`src/rtl/hazard_unit_pkg.sv`:
```
// hazard_unit_pkg: shared widths and ALU operand forwarding selects for the hazard unit.
// Revision: 1.0
`default_nettype none

package hazard_unit_pkg;

  localparam int REGW = 5;

  typedef enum logic [1:0] {
    FWD_RF  = 2'b00,
    FWD_WB  = 2'b01,
    FWD_MEM = 2'b10
  } fwd_sel_t;

endpackage

`default_nettype wire

```
`src/rtl/hazard_unit_stall_counter.sv`:
```
// stall_counter: saturating event counter with enable and asynchronous active-low reset.
// Revision: 1.0
`default_nettype none

module stall_counter #(
  parameter int CNTW = 16
) (
  input  logic            clk,
  input  logic            reset,
  input  logic            en,
  output logic [CNTW-1:0] count
);

  localparam logic [CNTW-1:0] C_ONE = {{(CNTW-1){1'b0}}, 1'b1};

  logic [CNTW-1:0] r_count;

  // Holds at all-ones so a long stall run never wraps back to a small value.
  always_ff @(posedge clk or negedge reset) begin
    if (!reset) begin
      r_count <= '0;
    end else if (en && (r_count != '1)) begin
      r_count <= r_count + C_ONE;
    end
  end

  assign count = r_count;

endmodule

`default_nettype wire

```
`src/rtl/hazard_unit.sv`:
```
// hazard_unit: 5-stage MIPS forwarding/stall/flush control with load-use and branch stall counters.
// Revision: 1.0
`default_nettype none

module hazard_unit
  import hazard_unit_pkg::fwd_sel_t,
         hazard_unit_pkg::FWD_RF,
         hazard_unit_pkg::FWD_WB,
         hazard_unit_pkg::FWD_MEM;
#(
  parameter int REGW = hazard_unit_pkg::REGW,
  parameter int CNTW = 16
) (
  input  logic            clk,
  input  logic            reset,
  input  logic [REGW-1:0] WriteRegE,
  input  logic [REGW-1:0] WriteRegM,
  input  logic [REGW-1:0] WriteRegW,
  input  logic            RegWriteE,
  input  logic            RegWriteM,
  input  logic            RegWriteW,
  input  logic            MemtoRegE,
  input  logic            MemtoRegM,
  input  logic [REGW-1:0] rsD,
  input  logic [REGW-1:0] rtD,
  input  logic [REGW-1:0] rsE,
  input  logic [REGW-1:0] rtE,
  input  logic            BranchD,
  output logic            StallF,
  output logic            StallD,
  output logic            FlushE,
  output logic            ForwardAD,
  output logic            ForwardBD,
  output logic [1:0]      ForwardAE,
  output logic [1:0]      ForwardBE,
  output logic [CNTW-1:0] LwStallCnt,
  output logic [CNTW-1:0] BrStallCnt
);

  fwd_sel_t fwd_a_e;
  fwd_sel_t fwd_b_e;
  logic     fwd_a_d;
  logic     fwd_b_d;
  logic     lwstall;
  logic     branchstall;
  logic     stall;

  // Memory stage wins over Writeback: it holds the younger result.
  always_comb begin
    fwd_a_e = FWD_RF;
    if ((rsE != '0) && (rsE == WriteRegM) && RegWriteM) begin
      fwd_a_e = FWD_MEM;
    end else if ((rsE != '0) && (rsE == WriteRegW) && RegWriteW) begin
      fwd_a_e = FWD_WB;
    end
  end

  always_comb begin
    fwd_b_e = FWD_RF;
    if ((rtE != '0) && (rtE == WriteRegM) && RegWriteM) begin
      fwd_b_e = FWD_MEM;
    end else if ((rtE != '0) && (rtE == WriteRegW) && RegWriteW) begin
      fwd_b_e = FWD_WB;
    end
  end

  // Writeback needs no path to Decode: the register file writes in the first half-cycle.
  always_comb begin
    fwd_a_d = (rsD != '0) && (rsD == WriteRegM) && RegWriteM;
    fwd_b_d = (rtD != '0) && (rtD == WriteRegM) && RegWriteM;
  end

  always_comb begin
    lwstall     = MemtoRegE && ((rtE == rsD) || (rtE == rtD));
    branchstall = BranchD &&
                  ((RegWriteE && ((WriteRegE == rsD) || (WriteRegE == rtD))) ||
                   (MemtoRegM && ((WriteRegM == rsD) || (WriteRegM == rtD))));
    stall       = lwstall || branchstall;
  end

  // Reset low masks every control output regardless of the pipeline fields.
  always_comb begin
    StallD    = reset && stall;
    StallF    = reset && stall;
    FlushE    = reset && stall;
    ForwardAD = reset && fwd_a_d;
    ForwardBD = reset && fwd_b_d;
    ForwardAE = reset ? fwd_a_e : FWD_RF;
    ForwardBE = reset ? fwd_b_e : FWD_RF;
  end

  stall_counter #(
    .CNTW (CNTW)
  ) u_lw_cnt (
    .clk   (clk),
    .reset (reset),
    .en    (lwstall),
    .count (LwStallCnt)
  );

  stall_counter #(
    .CNTW (CNTW)
  ) u_br_cnt (
    .clk   (clk),
    .reset (reset),
    .en    (branchstall),
    .count (BrStallCnt)
  );

endmodule

`default_nettype wire

```
`config.mk`:
```
export PLATFORM = sky130hd
export DESIGN_NAME = hazard_unit
export DESIGN_NICKNAME = d
export VERILOG_FILES = /design/src/rtl/hazard_unit_pkg.sv /design/src/rtl/hazard_unit_stall_counter.sv /design/src/rtl/hazard_unit.sv
export SDC_FILE = /design/constraint.sdc
export NUM_CORES = 1
export LEC_CHECK = 0
export ABC_CLOCK_PERIOD_IN_PS = 2500
export CORE_MARGIN = 2
export CORE_UTILIZATION = 45
export CTS_CLUSTER_SIZE = 12
export DETAILED_ROUTE_END_ITERATION = 8
export GPL_TIMING_DRIVEN = 0
export PLACE_DENSITY = 0.84
export SLEW_MARGIN = 20
export SYNTH_ARGS = -nofsm -noshare
export SYNTH_HDL_FRONTEND = slang
export SYNTH_SLANG_ARGS = --single-unit
```
`constraint.sdc`:
```
create_clock -name clk -period 2.5 [get_ports clk]
set_clock_uncertainty 0.05 [all_clocks]
set_input_delay 0.25 -clock clk [delete_from_list [all_inputs] [get_ports clk]]
set_output_delay 0.25 -clock clk [all_outputs]
set_load 0.01 [all_outputs]
```
==> flow_summary.ini <==
[sta]
hold_ws_ns = 0.410
hold_viol = 0
worstMarginPinSlew_ns = 0.984
fmax_mhz = 412
layout_min_cycle_time_ns = 2.43
setup_viol = 0
slew_violations = 0
grt_setup_unrepaired = no
period_share = 0.972
max_slew_margin = 0.335
worst_slack_ns = 0.0710

[cts]
clkLatencyLatePin_ns = 0.28
cts_root_buf = clkbuf_8
cts_inserted_buffers = 5
cts_buffer_depth = 2
clock_sinks = 32
cts.htree.levels = 2
cts_tree = built
clkTransAtPathRegs_ns = 0.06

[setup_path]
arrival_ns = 2.13
end_kind = output pin
crit_path_max_fanout = 10
r2r_slack_ns = 0.26
required_ns = 2.20
rr_startpoint = u_br_cnt.count[9]
critical_path_class = input pin to output pin
cp-start-kind = input pin
reg2reg_depth = 5
r2r-end = u_br_cnt.count[15]

[detailed_routing]
wire_per_inst_um = 15.2
drt_iter0_markers = 56
routed_wl_mm = 5.98
via_per_inst = 5.36
ant_nets = 0
dr.pass1.iters = 5
num_vias = 2105
drc_errors = 0

[placement]
portBuffers = 78
place_hpwl_mm = 4.67
finalWeightedCongestion = 0.888
place_ws_ns = -0.629

[synth]
synth_flop_cell = dfrtp_1
synth_most_common_cell = xor2_1
synth_area_leaders = dfrtp_1 (35%), xor2_1 (18%), xnor2_1 (11%), nor3_1 (3.7%), nand3_1 (3.3%)
async_flop_share = 1.00
synth_warnings = 0
synth_edf_count = 0
yosys.area.top_type = dfrtp_1
synthCells = 237
syn_area_mm2 = 0.00229
synthTopCellsByCount = xor2_1 (48), dfrtp_1 (32), xnor2_1 (28)
syn-num-nets = 282
yosysUniqueCellTypes = 38
yosysTopAreaCellShare = 0.349
ys_seq_area_frac = 0.349
ys_seq_elements = 32
syn_area_per_cell_um2 = 9.68

[global_routing]
grt_use_met3 = 0.0437
use_met2 = 0.395
grt-ovfl-total = 0
grt_pass1_wl_mm = 9.82
grtUsageTotal = 0.226
antenna_found_initial = 0
grt_use_met1 = 0.278
grt_max_degree = 30
grt-busiest-layer = met2
grt_pass1_vias = 2075

[power]
vdd_drop_max_uv = 300
p_leak_nw = 1.42
powerDensity_mw_per_mm2 = 461

[layout]
final_nets = 371
area_growth_pct = 44.4
final_util = 0.688
drive_above_1_share = 0.120
n_antenna_cell = 0

[run]
max_cap_viol_count = 0

[die]
die-area_mm2 = 0.00568
rows = 25
die_h_um = 75.4
core_area_mm2 = 0.00482
io-pin-count = 84
die_x_um = 75.4
start_util = 0.476

[hold_path]
hp-class = input pin to asynchronous set/reset pin

[run_status]
outcome = finished clean
==> cell usage in the layout (no fill, tap or decap), types with 3 or more instances in the layout <==
cell              n
clkdlybuf4s50_1  58
nand3_1          15
dlygate4sd2_1    14
inv_1             3
xnor2_1          28
or4_1             4
nor3b_1           3
nor3_1           16
nor2_1            8
and3_1            6
buf_4             4
xor2_1           47
clkbuf_8          7
buf_2             6
dfrtp_1          32
nor3_2            4
nor4_1           11
nand2_1          17
nand4_1           5
==> power by group <==
part           leakage (nW)  internal, W  total, W  switching (W)
sequential            0.422     0.000575  0.000644      0.0000696
combinational         0.952     0.000255  0.000455       0.000199
clock                0.0503     0.000245  0.000427       0.000182
total                  1.42      0.00107   0.00153       0.000451
==> per-stage QoR <==
step / total power [W] / TNS [ns] / cells / area, um2
after floorplan: 0.000847 / 0 / 237 / 2290
after global placement: 0.00109 / -6.45 / 382 / 3160
after detailed placement: 0.00111 / -1.90 / 383 / 3170
after CTS: 0.00153 / 0 / 393 / 3310
after global routing: 0.00162 / 0 / 393 / 3310
final: 0.00153 / 0 / 393 / 3310
==> how the worst max path moves through the flow <==
stage	startpoint	endpoint	slack (ns)
global placement	reset	ForwardBD	-0.83
CTS	WriteRegM[1]	StallF	0.05
detailed placement	WriteRegM[1]	StallD	-0.63
global route	WriteRegM[4]	StallF	0.01
floorplan	rtE[0]	StallD	0.43
finish	WriteRegE[4]	StallF	0.07
==> kinds of logic after synthesis <==
family,Yosys count,synth area share
flip-flops,32,0.349
multiplexers,6,0.0322
XOR/XNOR,76,0.290
AND/OR/NAND/NOR,102,0.258
adder cells (fa/ha/maj),2,0.0109
AO/OA/AOI/OAI,7,0.0311
buffers and inverters,12,0.0289
==> state kept, by name, indices dropped and copies added, names as in the netlist <==
signal / flops
u_br_cnt.count: 16
u_lw_cnt.count: 16
==> per-layer routing <==
layer	vias to the layer above	wire length (um)
met4	0	125
met2	59	3110
met3	13	224
li1	1008	-
met1	1025	2520
met5	-	0
==> cell type report <==
class | count | area [um2]
clock buffers | 7 | 96.3
well taps | 67 | 83.8
plain buffers | 9 | 55.1
repair buffers | 82 | 793
multi-input cells | 193 | 1470
inverters | 3 | 11.3
fillers | 412 | 1510
flip-flops and latches | 32 | 801
==> critical path: stages <==
cell and delay (ns):
clkdlybuf4s50_1 0.52, xor2_1 0.28, nor4_4 0.09, o31ai_4 0.31
buf_6 0.20, a21boi_4 0.07, buf_4 0.13, dlygate4sd2_1 0.27
==> timing repair <==
action / in CTS / in global routing
endpoints found under the setup margin: 5 / 1
endpoints found under the hold margin: 10 / 0
resized for setup: 29 / 4
pin swaps: 2 / 2
setup buffers: 1 / 0
hold buffers: 2 / 0
(Power assumes the default switching activity.)
